===== src/rtl/simd_mac_seq.sv =====
// simd_mac_seq: job sequencer that clears the MAC array, gates LEN operand rows into it and drains the lane results as beats
module simd_mac_seq #(
    parameter int MAC_BW    = 8,
    parameter int LANES     = 64,
    parameter int OUT_LANES = 8,
    parameter int LEN_W     = 16,
    parameter int MAC_LAT   = 2
) (
    input  logic                            clk,
    input  logic                            rst_n,
    input  logic                            cmd_valid,
    output logic                            cmd_ready,
    input  logic [LEN_W-1:0]                cmd_len,
    input  logic [1:0]                      cmd_mode,
    input  logic                            op_valid,
    output logic                            op_ready,
    output logic [1:0]                      arr_mode,
    output logic                            arr_clr,
    output logic                            arr_en,
    input  logic [LANES*2*MAC_BW-1:0]       arr_res,
    output logic                            res_valid,
    input  logic                            res_ready,
    output logic [OUT_LANES*2*MAC_BW-1:0]   res_data,
    output logic                            res_last,
    output logic                            busy
);
    localparam int BEATS = LANES / OUT_LANES;
    localparam int RW    = 2 * MAC_BW;
    localparam int BW    = BEATS > 1 ? $clog2(BEATS) : 1;
    localparam int WW    = MAC_LAT > 1 ? $clog2(MAC_LAT) : 1;

    typedef enum logic [2:0] {IDLE, CLEAR, ACC, WAIT, DRAIN} state_t;

    state_t                             state_q, state_d;
    logic [LEN_W-1:0]                   len_q, len_d;
    logic [LEN_W-1:0]                   step_q, step_d;
    logic [1:0]                         mode_q, mode_d;
    logic [WW-1:0]                      wait_q, wait_d;
    logic [BW-1:0]                      beat_q, beat_d;
    logic [BEATS-1:0][OUT_LANES*RW-1:0] snap_q, snap_d;

    // state, job parameters, counters and result snapshot; reset abandons any job in flight
    always_ff @(posedge clk or negedge rst_n) begin
        if (!rst_n) begin
            state_q <= IDLE;
            len_q   <= '0;
            step_q  <= '0;
            mode_q  <= '0;
            wait_q  <= '0;
            beat_q  <= '0;
            snap_q  <= '0;
        end else begin
            state_q <= state_d;
            len_q   <= len_d;
            step_q  <= step_d;
            mode_q  <= mode_d;
            wait_q  <= wait_d;
            beat_q  <= beat_d;
            snap_q  <= snap_d;
        end
    end

    // job sequencing: accept, clear, accumulate exactly len rows, let the pipeline settle, drain
    always_comb begin
        state_d = state_q;
        len_d   = len_q;
        step_d  = step_q;
        mode_d  = mode_q;
        wait_d  = wait_q;
        beat_d  = beat_q;
        snap_d  = snap_q;
        case (state_q)
            IDLE: begin
                if (cmd_valid) begin
                    len_d   = cmd_len;
                    mode_d  = cmd_mode;
                    state_d = CLEAR;
                end
            end
            CLEAR: begin
                step_d  = '0;
                wait_d  = '0;
                state_d = (len_q != '0) ? ACC : WAIT;
            end
            ACC: begin
                if (op_valid) begin
                    step_d  = step_q + LEN_W'(1);
                    state_d = (step_q == len_q - LEN_W'(1)) ? WAIT : ACC;
                end
            end
            WAIT: begin
                if (wait_q == WW'(MAC_LAT - 1)) begin
                    snap_d  = arr_res;
                    beat_d  = '0;
                    state_d = DRAIN;
                end else begin
                    wait_d = wait_q + WW'(1);
                end
            end
            DRAIN: begin
                if (res_ready) begin
                    beat_d  = beat_q + BW'(1);
                    state_d = (beat_q == BW'(BEATS - 1)) ? IDLE : DRAIN;
                end
            end
            default: state_d = IDLE;
        endcase
    end

    assign cmd_ready = state_q == IDLE;
    assign busy      = state_q != IDLE;
    assign arr_clr   = state_q == CLEAR;
    assign op_ready  = state_q == ACC;
    assign arr_en    = op_valid & op_ready;
    assign arr_mode  = mode_q;
    assign res_valid = state_q == DRAIN;
    assign res_last  = res_valid && (beat_q == BW'(BEATS - 1));
    assign res_data  = res_valid ? snap_q[beat_q] : '0;
endmodule

===== config.mk =====
export PLATFORM = sky130hd
export DESIGN_NAME = simd_mac_seq
export DESIGN_NICKNAME = d
export VERILOG_FILES = /design/src/rtl/simd_mac_seq.sv
export SDC_FILE = /design/constraint.sdc
export NUM_CORES = 2
export LEC_CHECK = 0
export ABC_AREA = 1
export BUFFER_PORTS_ARGS = -buffer_cell sky130_fd_sc_hd__clkbuf_2
export CORE_AREA = 5 5 462 464
export CTS_BUF_LIST = sky130_fd_sc_hd__clkbuf_8 sky130_fd_sc_hd__clkbuf_16
export CTS_CLUSTER_DIAMETER = 30
export DETAILED_ROUTE_END_ITERATION = 12
export DIE_AREA = 0 0 467 469
export PLACE_DENSITY_LB_ADDON = 0.2
export SYNTH_ARGS = -nofsm -noshare
export SYNTH_HDL_FRONTEND = slang
export SYNTH_SLANG_ARGS = --single-unit

===== constraint.sdc =====
create_clock -name clk -period 2.71 [get_ports clk]
set_input_delay 0.271 -clock clk [delete_from_list [all_inputs] [get_ports clk]]
set_output_delay 0.271 -clock clk [all_outputs]
set_load 0.1 [all_outputs]

==> impl_metrics.ini <==
[run_status]
status = finished, violations left
violations = setup timing

[layout]
syn_to_final_growth_pct = 84.3
drive_above_1_share_pct = 49.2
design_area_mm2 = 0.0900
postLayoutCoreUtil_pct = 43.1
seq_area_mm2 = 0.0267
multi_input_area_mm2 = 0.0231
fill_cells = 19400
fin_nets = 8059

[timing]
worstMarginPinSlew_ns = 0.712
slew_violations = 0
maxSlewHeadroom_pct = 52.6
setup_viol = 129
fin_crit_sh_pct = 119
fmax_mhz = 309
fin_skew_ns = 0.0562
fin_ws_ns = -0.524
rsz0062_at_grt = yes
final_hold_viol_count = 0
fin_crit_ns = 3.23

[drt]
antenna_left = 0
drt_first_pass_iters = 7
vias = 46600
drc = 0
avgViaCountPerCell = 4.58
wl_um = 250000
drt_iter0_drc = 2754
wire_per_inst_um = 24.6

[synth]
synth_warnings = 0
synth_ff_type = dfrtp_1
async_flop_share_pct = 100
netlist_area_mm2 = 0.0489
synth_cells = 4364
synth.avg_cell_area_um2 = 11.2
synth_seq_cells = 1065
synth.net_count = 5415
ys_seq_area_share_pct = 54.5
synth_edf_count = 0
ys_types = 36

[die]
io_pins = 1184
core_area_mm2 = 0.209
start_util_pct = 23.4
die-area_mm2 = 0.219
core.rowCount = 168
die_h_um = 469
die_w_um = 467

[placement]
gp_congestion = 0.875
dp_hpwl_um = 169000
place_area_mm2 = 0.0622
dp_slack_ns = -0.120
portBuffers = 1183

[hold_path]
hp-class = input pin to register

[clock_tree]
path_clk_slew_ns = 0.04
cts_sinks = 1065
cts_tree = yes
htreeDepth = 5
cts_root_buf = clkbuf_16
numCtsBuffers = 339
insertion_delay_ns = 0.93
ctsLongestPathBuffers = 4

[job]
drv_cap = 0

[global_routing]
antenna_found_initial = 142
track_usage_pct = 21.6
grt_pass1_wl_um = 348000
gr-total-overflow = 0
grt_pass1_vias = 49600
grt_start_max_net_pins = 113

[setup_path]
critPathArrivalTime_ns = 2.96
crit_fanout = 7
start_kind = register
critPathCaptureType = output port
path_class = register to output port
worstPathRequired_ns = 2.44

[pwr]
power_density_mw_per_mm2 = 1230
leakage_nw = 39.4
ir_worst_vdd_mv = 0.726
## final timing paths
check	start	endpoint	slack, ns	depth (start not counted)
max in group asynchronous	rst_n	snap_q[577]$_DFFE_PN0P_	1.74	4
min	arr_res[941]	snap_q[941]$_DFFE_PN0P_	0.12	3
max	beat_q[0]$_DFFE_PN0P_	res_data[88]	-0.52	10
min in group asynchronous	rst_n	snap_q[296]$_DFFE_PN0P_	0.17	3
max reg2reg	state_q[2]$_DFFE_PN0P_	snap_q[568]$_DFFE_PN0P_	0.40	7
min reg2reg	snap_q[97]$_DFFE_PN0P_	snap_q[97]$_DFFE_PN0P_	0.49	1
## metrics by stage
step | std cells | setup TNS [ns] | hold WS [ns] | power (mW)
4_1_cts | 10000 | -74.96 | 0.0318 | 108
3_3_place_gp | 8240 | -0.125 | 0.207 | 59.5
6_report | 10200 | -56.58 | 0.117 | 111
3_5_place_dp | 8240 | -0.120 | 0.206 | 59.9
5_1_grt | 10200 | -75.92 | 0.0671 | 116
2_1_floorplan | 4364 | 0 | -0.0246 | 48.0
## layer usage
layer	part of all wire, %	vias to the layer above	GRT usage [%]
li1	-	21000	-
met3	6.6	547	5.22
met2	47	1817	35.3
met1	43	23200	27.8
met5	0.089	-	0
met4	3.6	38	8.02
## worst max-delay path: stages (launching register included)
cell     delay, ns
dfrtp_4       0.54
inv_16        0.11
buf_8         0.11
buf_12        0.14
buf_16        0.17
buf_16        0.13
nor2_1        0.04
o22ai_1       0.18
o21ai_1       0.13
a31oi_2       0.26
buf_12        0.21
## layout by cell type (no fill, tap or decap), drive strengths merged, types with 91 or more instances in the layout
cell	netlist	layout
a31oi	130	130
buf	144	503
clkbuf	184	1488
dfrtp	1065	1065
diode	0	104
dlygate4sd3	0	1046
inv	43	91
mux2	1036	1036
nor2	818	818
o21ai	655	655
o22ai	129	129
## state kept, by name, indices dropped and copies added, names as in the netlist
signal    cells
snap_q     1024
beat_q        3
state_q       3
arr_mode      2
step_q       16
wait_q        1
len_q        16
## logic make-up (layout without fill, tap and decap cells)
kind of cell	after synthesis	count (layout)	share of synthesized area, %
adders and majority gates	4	4	0.102
buffers and inverters	371	3277	3.29
muxes	1036	1036	24.0
xor gates and xnor gates	20	20	0.359
AOI/OAI and AO/OA	932	932	10.2
and+or+nand+nor	936	936	7.44
DFF	1065	1065	54.5
other	0	104	0
## where the power goes
group	leakage [nW]	internal [mW]	switching, mW
Sequential	12.4	24.2	5.31
Clock	5.93	28.7	11.3
Combinational	21.0	20.5	20.8
## final cells by class
class | instances | area share [%]
clock buffers | 417 | 10.7
well taps | 2805 | 3.90
flip-flops and latches | 1065 | 29.6
clock inverters | 186 | 2.32
diodes | 104 | 0.289
inverters | 43 | 0.258
multi-input cells | 2928 | 25.6
repair inverters | 3 | 0.0486
repair buffers | 2628 | 27.2
## cells in the mapped netlist (2+ instances only)
| cell | instances | area, um2 |
|---|---|---|
| mux2_2 | 1009 | 11400 |
| or2_2 | 2 | 12.5 |
| ha_1 | 4 | 50.1 |
| o21ai_0 | 607 | 3040 |
| nor2_2 | 5 | 31.3 |
| nand3b_1 | 2 | 15.0 |
| inv_1 | 39 | 146 |
| a21oi_1 | 14 | 70.1 |
| nand4_1 | 6 | 37.5 |
| inv_2 | 4 | 15.0 |
| a31oi_1 | 130 | 813 |
| nand2_2 | 3 | 18.8 |
| dfrtp_1 | 1065 | 26700 |
| mux2_1 | 7 | 78.8 |
| nand2_1 | 74 | 278 |
| o31ai_1 | 2 | 15.0 |
| o21ai_1 | 48 | 240 |
| buf_2 | 131 | 656 |
| nand2_4 | 2 | 22.5 |
| and3_1 | 2 | 12.5 |
| xor2_1 | 14 | 123 |
| clkbuf_1 | 184 | 691 |
| buf_1 | 6 | 22.5 |
| buf_6 | 6 | 67.6 |
| nor2_1 | 813 | 3050 |
| o22ai_1 | 129 | 807 |
| nand3_1 | 17 | 85.1 |
| mux2_4 | 20 | 300 |
| nor3_1 | 7 | 35.0 |
| xnor2_1 | 6 | 52.6 |
## what timing repair did
item                                    in CTS  in global routing
resized for setup                          436                368
setup buffers                               60                 60
endpoints found under the hold margin     1843                  0
hold buffers                              1047                  0
pin swaps                                  117                134
cloned                                      52                 22
endpoints found under the setup margin     132                132
No activity file was read; power rests on OpenSTA's default activity.
